### config.mk
export PLATFORM = sky130hd
export DESIGN_NAME = rv32i_fetch_unit_flat
export DESIGN_NICKNAME = d
export VERILOG_FILES = /design/src/rtl/rv32i_fetch_unit_if.sv /design/src/rtl/rv32i_fetch_unit.sv /design/src/flat_wrapper.sv
export SDC_FILE = /design/constraint.sdc
export NUM_CORES = 1
export LEC_CHECK = 0
export ABC_AREA = 1
export CORE_UTILIZATION = 51
export CTS_CLUSTER_DIAMETER = 100
export DETAILED_ROUTE_END_ITERATION = 6
export DONT_BUFFER_PORTS = 1
export PLACE_DENSITY_LB_ADDON = 0.08
export SETUP_SLACK_MARGIN = 0.02
export SKIP_LAST_GASP = 1
export SLEW_MARGIN = 20
export SYNTH_ARGS = -nofsm -noshare
export SYNTH_HDL_FRONTEND = slang
export SYNTH_SLANG_ARGS = --single-unit
### constraint.sdc
create_clock -name clk -period 9.35 [get_ports clk]
set_input_delay 1.87 -clock clk [delete_from_list [all_inputs] [get_ports clk]]
set_output_delay 1.87 -clock clk [all_outputs]
set_load 0.02 [all_outputs]
### src/rtl/rv32i_fetch_unit_if.sv
// Fetch unit bundle: instruction-memory request/response, redirect, and the
// instruction stream handed to decode.
interface rv32i_fetch_unit_if #(
  parameter int XLEN = 32
);
  // Every *_valid/*_ready pair transfers on a rising edge where both are high.
  // A source holds its payload stable while valid is high and ready is low.
  // imem_rsp and redirect have no ready: the fetch unit always takes them.
  logic            imem_req_valid;
  logic            imem_req_ready;
  logic [XLEN-1:0] imem_req_addr;
  logic            imem_rsp_valid;
  logic [31:0]     imem_rsp_data;
  logic            redirect_valid;
  logic [XLEN-1:0] redirect_pc;
  logic            if_valid;
  logic            if_ready;
  logic [31:0]     if_instr;
  logic [XLEN-1:0] if_pc;

  modport master (
    output imem_req_valid, imem_req_addr, if_valid, if_instr, if_pc,
    input  imem_req_ready, imem_rsp_valid, imem_rsp_data,
           redirect_valid, redirect_pc, if_ready
  );

  modport slave (
    input  imem_req_valid, imem_req_addr, if_valid, if_instr, if_pc,
    output imem_req_ready, imem_rsp_valid, imem_rsp_data,
           redirect_valid, redirect_pc, if_ready
  );
endinterface

### src/rtl/rv32i_fetch_unit.sv
// RV32I instruction fetch: sequential PC generation, credit-limited memory
// requests, in-order instruction buffer, redirect flush with stale-drop count.
module rv32i_fetch_unit #(
  parameter int              XLEN      = 32,
  parameter logic [XLEN-1:0] RESET_PC  = '0,
  parameter int              BUF_DEPTH = 2
) (
  input  logic               clk,
  input  logic               rst,
  rv32i_fetch_unit_if.master bus
);
  localparam int              PTR_W     = (BUF_DEPTH > 1) ? $clog2(BUF_DEPTH) : 1;
  localparam int              CNT_W     = $clog2(BUF_DEPTH) + 1;
  localparam logic [XLEN-1:0] PC_STEP   = XLEN'(4);
  localparam logic [CNT_W:0]  DEPTH_LIM = (CNT_W + 1)'(BUF_DEPTH);
  localparam logic [CNT_W-1:0] CNT_ONE  = CNT_W'(1);
  localparam logic [PTR_W-1:0] PTR_ONE  = PTR_W'(1);

  logic [XLEN-1:0]  fetch_pc;
  logic [XLEN-1:0]  rsp_pc;
  logic [CNT_W-1:0] outstanding;
  logic [CNT_W-1:0] drop_cnt;
  logic [CNT_W-1:0] count;
  logic [PTR_W-1:0] head;
  logic [PTR_W-1:0] tail;
  logic [31:0]      instr_mem [BUF_DEPTH];
  logic [XLEN-1:0]  pc_mem    [BUF_DEPTH];

  logic [CNT_W:0]   occupancy;
  logic [XLEN-1:0]  redirect_target;
  logic             req_fire;
  logic             rsp_counted;
  logic             rsp_drop;
  logic             push;
  logic             pop;
  logic             unused_pc_lsbs;

  assign redirect_target = {bus.redirect_pc[XLEN-1:2], 2'b00};
  assign unused_pc_lsbs  = ^bus.redirect_pc[1:0];

  // The slot freed by this cycle's pop is reusable now, which keeps one
  // instruction per cycle flowing with only two buffer entries.
  assign pop       = bus.if_valid && bus.if_ready && !bus.redirect_valid;
  assign occupancy = {1'b0, count} - {{CNT_W{1'b0}}, pop} + {1'b0, outstanding};

  assign bus.imem_req_valid = !rst && !bus.redirect_valid && (occupancy < DEPTH_LIM);
  assign bus.imem_req_addr  = fetch_pc;
  assign req_fire           = bus.imem_req_valid && bus.imem_req_ready;

  assign rsp_counted = bus.imem_rsp_valid && (outstanding != '0);
  assign rsp_drop    = bus.redirect_valid || (drop_cnt != '0);
  assign push        = bus.imem_rsp_valid && !rst && !rsp_drop;

  assign bus.if_valid = !rst && (count != '0);
  assign bus.if_instr = bus.if_valid ? instr_mem[head] : 32'h0;
  assign bus.if_pc    = bus.if_valid ? pc_mem[head] : '0;

  always_ff @(posedge clk) begin
    if (rst) begin
      fetch_pc    <= RESET_PC;
      rsp_pc      <= RESET_PC;
      outstanding <= '0;
      drop_cnt    <= '0;
      count       <= '0;
      head        <= '0;
      tail        <= '0;
    end else begin
      case ({req_fire, rsp_counted})
        2'b10:   outstanding <= outstanding + CNT_ONE;
        2'b01:   outstanding <= outstanding - CNT_ONE;
        default: outstanding <= outstanding;
      endcase

      if (bus.redirect_valid) begin
        // Everything still in flight belongs to the old path; the response
        // landing this cycle is already being discarded, so it is not counted.
        fetch_pc <= redirect_target;
        rsp_pc   <= redirect_target;
        drop_cnt <= outstanding - CNT_W'(rsp_counted);
        count    <= '0;
        head     <= '0;
        tail     <= '0;
      end else begin
        if (req_fire) fetch_pc <= fetch_pc + PC_STEP;
        if (bus.imem_rsp_valid && (drop_cnt != '0)) drop_cnt <= drop_cnt - CNT_ONE;
        if (push) begin
          tail   <= tail + PTR_ONE;
          rsp_pc <= rsp_pc + PC_STEP;
        end
        if (pop) head <= head + PTR_ONE;
        case ({push, pop})
          2'b10:   count <= count + CNT_ONE;
          2'b01:   count <= count - CNT_ONE;
          default: count <= count;
        endcase
      end
    end
  end

  // Responses return in request order, so the tag is the running rsp_pc.
  always_ff @(posedge clk) begin
    if (push) begin
      instr_mem[tail] <= bus.imem_rsp_data;
      pc_mem[tail]    <= rsp_pc;
    end
  end
endmodule

### src/flat_wrapper.sv
// flat-port wrapper written by rule: the top's interface ports become plain ports
module rv32i_fetch_unit_flat 
#(
  parameter int              XLEN      = 32,
  parameter logic [XLEN-1:0] RESET_PC  = '0,
  parameter int              BUF_DEPTH = 2
)
  (clk, rst, bus_imem_req_valid, bus_imem_req_addr, bus_if_valid, bus_if_instr, bus_if_pc, bus_imem_req_ready, bus_imem_rsp_valid, bus_imem_rsp_data, bus_redirect_valid, bus_redirect_pc, bus_if_ready);
  rv32i_fetch_unit_if #(.XLEN(XLEN)) bus_i ();
  input  logic clk;
  input  logic rst;
  output wire logic [$bits(bus_i.imem_req_valid)-1:0] bus_imem_req_valid;
  output wire logic [$bits(bus_i.imem_req_addr)-1:0] bus_imem_req_addr;
  output wire logic [$bits(bus_i.if_valid)-1:0] bus_if_valid;
  output wire logic [$bits(bus_i.if_instr)-1:0] bus_if_instr;
  output wire logic [$bits(bus_i.if_pc)-1:0] bus_if_pc;
  input wire logic [$bits(bus_i.imem_req_ready)-1:0] bus_imem_req_ready;
  input wire logic [$bits(bus_i.imem_rsp_valid)-1:0] bus_imem_rsp_valid;
  input wire logic [$bits(bus_i.imem_rsp_data)-1:0] bus_imem_rsp_data;
  input wire logic [$bits(bus_i.redirect_valid)-1:0] bus_redirect_valid;
  input wire logic [$bits(bus_i.redirect_pc)-1:0] bus_redirect_pc;
  input wire logic [$bits(bus_i.if_ready)-1:0] bus_if_ready;
  assign bus_imem_req_valid = bus_i.imem_req_valid;
  assign bus_imem_req_addr = bus_i.imem_req_addr;
  assign bus_if_valid = bus_i.if_valid;
  assign bus_if_instr = bus_i.if_instr;
  assign bus_if_pc = bus_i.if_pc;
  assign bus_i.imem_req_ready = bus_imem_req_ready;
  assign bus_i.imem_rsp_valid = bus_imem_rsp_valid;
  assign bus_i.imem_rsp_data = bus_imem_rsp_data;
  assign bus_i.redirect_valid = bus_redirect_valid;
  assign bus_i.redirect_pc = bus_redirect_pc;
  assign bus_i.if_ready = bus_if_ready;
  rv32i_fetch_unit #(.XLEN(XLEN), .RESET_PC(RESET_PC), .BUF_DEPTH(BUF_DEPTH)) u_core (.clk(clk), .rst(rst), .bus(bus_i));
endmodule
==> results by group <==
Run status
  • Outcome: finished, final reports clean

Place
  • Worst slack, placed: approximately 3.1 ns
  • GPL Wtd Cong: between 0.8 and 0.9
  • PortBufs: 0
  • DPL Wire Length: approximately 14,000 um
  • Post-Place Cells: between 1,000 and 1,500

Timing
  • Max_slew headroom: 0.431
  • Clock skew: 0.0141 ns
  • Unrepaired setup endpoints after global routing: no
  • Final hold violation count: 0
  • Final worst slack: just over 3 ns
  • Final setup fails: 0
  • Final min period: 6.24 ns
  • Highest clock rate: around 160 MHz
  • Setup tns final: 0 ns
  • Worst-Margin Slew: 0.853 ns
  • Max Transition Viols Final: 0
  • Final Cycle Share: 0.668

Worst setup path
  • Worst setup startpoint: rst
  • Cell Chain, Critical Path: inv_1, nand2_1, nor2_1, ha_1, or2_2, fa_1, nand2_2, nor2_1
  • Crit-path most repeated cell: nor2_1
  • Max incr delay on CP: 0.49 ns
  • Kind of launch point of the worst setup path: input port
  • Worst R2R Start: u_core.count[0]$_SDFFE_PP0P_
  • Req. time, crit path: roughly 7.5 ns
  • Worst path slowest cell: fa_1
  • Crit path DAT: between 4 and 5 ns
  • Critical setup path kind: in -> out
  • Crit Path Max Fanout: 49
  • Critical path endpoint category: output port

CTS
  • CTS resizes: 0
  • Clk root buf: clkbuf_16
  • Clock tree buffer depth: 2
  • Worst-Skew Late Latency: roughly 0.43 ns
  • # hold bufs at CTS: 0
  • CTS buffer count: 17
  • Post-CTS setup buffers: 0
  • TritonCTS clock tree: built
  • Clock sinks: around 190
  • Reg clk slew, reported paths: ~0.07 ns
  • Htree depth: 4

Routing
  • Vias: just under 7,000
  • Wire per inst: ~16 um
  • DRT Wirelength: around 21,000 um
  • Vias/cell: 5.20
  • First drt pass iteration count: 7
  • # DRC: 0
  • Number of DRC markers in iteration 0: between 200 and 300
  • Final ANT Viol Nets: 0

Logic synthesis
  • Syn_area_per_cell: slightly below 9 um^2
  • Post-synth EDFFs: between 100 and 150
  • Post-Syn Area: 9630 um^2
  • Synth Flop Type: edfxtp_1
  • Seq cells post-synth: 193
  • Seq/Total Area, Yosys: 0.530
  • Synth Warn #: 0
  • Post-synthesis instance total: 1,106
  • Synth area leader: edfxtp_1
  • Async set-reset flop share out of synthesis: 0
  • Top post-synthesis cells by area: edfxtp_1, dfxtp_1, nand2_1, mux2_2, inv_1
  • Post-synth cell types: 38
  • Share of the synthesized area in the top cell type: 0.387

Finish
  • Area added between synthesis and finish: 8.00%
  • Final Net Count: roughly 1,200
  • Fin util: 0.571
  • Fraction of layout cells with a size suffix above 1: 0.112
  • Diodes inserted: 0
  • Fin cells: ~1,300

Power and ir drop
  • Leakage: between 0.004 and 0.005 uW
  • Switch Pwr: approximately 420 uW
  • Internal power: around 1400 uW
  • Clock share of power: 0.412
  • Seq pwr share: 0.529
  • Sw frac: 0.229
  • Logic pwr share: 0.059
  • Maximum vdd drop: between 0.0001 and 0.00015 V
  • Pwr dens: about 180 nW/um^2

Die
  • Vert. Die Dim: about 140 um
  • I/O pin cnt: ~170
  • Die area: between 15,000 and 20,000 um^2
  • Initial Util: 0.529
  • Core area: ~18,000 um^2
  • Die span in x: ~140 um
  • Row cnt: 49

Hold path
  • Min-Delay Path Class: reg -> reg
  • Worst hold start: u_core.head$_SDFFE_PP0P_

Global routing
  • Total grt overflow: 0
  • Largest net degree at the start of global routing: 64
  • Antenna violations before repair: 0
  • Vias in the first global route: 6,580
  • GRT Total Usage: 0.225
  • Global-route wire length before repair: 33,900 um

Job
  • Max-Cap Viols: 0
registers in the layout, summed over array words and instances, names as in the netlist, named ones only:
name and count:
u_core.outstanding 2, u_core.head 1, u_core.drop_cnt 2, u_core.count 2
u_core.pc_mem 60, u_core.instr_mem 64, u_core.bus.imem_req_addr 30, u_core.tail 1
u_core.rsp_pc 30
layout by cell type, fill, tap and decap left out, drive strengths merged, types with 2 or more instances in the layout:
cell | synthesis | routed
and2 | 3 | 3
o21ai | 53 | 53
buf | 18 | 4
clkbuf | 18 | 18
a21oi | 57 | 57
nor3 | 4 | 4
nand4 | 9 | 9
mux2 | 62 | 62
xor2 | 10 | 10
ha | 8 | 8
o21bai | 2 | 2
clkinv | 2 | 5
nand3 | 62 | 62
clkinvlp | 0 | 3
a31oi | 8 | 8
nand2 | 312 | 312
edfxtp | 124 | 124
nor2 | 99 | 99
bufinv | 0 | 4
inv | 168 | 171
xnor2 | 8 | 8
conb | 1 | 4
or2 | 4 | 4
dfxtp | 69 | 69
cell type report:
type                            instances  area [um^2]
Inverter                              170          639
Fill cell                            1680         7800
Multi-Input combinational cell        710         3730
Tap cell                              229          287
Timing Repair Buffer                    4         30.0
Clock inverter                         13          184
Clock buffer                           18          429
Sequential cell                       193         5110
routing by layer:
metal  share of wire  up-vias  GRT usage
li1                -     3555          -
met1            0.46     3158      0.297
met2            0.45      224      0.359
met3           0.082       17     0.0688
met4           0.011        0     0.0591
met5               0        -          0
critical path: cells and delay by family:
family	cells	cell delay (ns)
buffers and inverters	1	0.47
and+or+nand+nor	5	1.27
adders and majority gates	2	0.74
kinds of logic after synthesis:
| family | count (synthesis) | synth area share |
|---|---|---|
| simple gates | 494 | 0.216 |
| buf+inv | 206 | 0.0865 |
| flops | 193 | 0.530 |
| compound gates | 123 | 0.0661 |
| mux | 62 | 0.0725 |
| xor+xnor | 18 | 0.0164 |
| fa+ha+maj | 9 | 0.0125 |
| other cells | 1 | 0.000389 |
synth_stat cells, drive strengths merged (4+ instances only):
master,count
or2,4
dfxtp,69
a31oi,8
xnor2,8
a21oi,57
nor3,4
inv,168
nand2,312
nand4,9
xor2,10
ha,8
mux2,62
buf,18
nor2,99
clkbuf,18
edfxtp,124
o21ai,53
nand3,62
final timing paths:
kind	to	slack, ns	cells past startpoint
setup / recovery	bus_imem_req_valid	3.11	8
hold / removal	flip-flop	0.48	2
setup reg to reg	u_core.outstanding[1]$_SDFFE_PP0P_	6.30	17
hold reg to reg	flip-flop	0.48	2
per-stage QoR:
stage                     instance area [um^2]  total power [uW]  hold slack (ns)
final                                    10400              1850            0.482
after global routing                     10400              1920            0.500
after CTS                                10400              1860            0.485
after detailed placement                  9790              1100            0.477
after global placement                    9790              1100            0.465
after floorplan                           9640              1080            0.448
power groups by stage:
stage / sequential (uW) / combinational, uW / clock (uW)
floorplan: 985 / 95.7 / 0
global placement: 993 / 108 / 0
detailed placement: 994 / 109 / 0
CTS: 976 / 110 / 772
global route: 980 / 126 / 809
finish: 976 / 109 / 760
No activity file was read; power rests on OpenSTA's default activity.
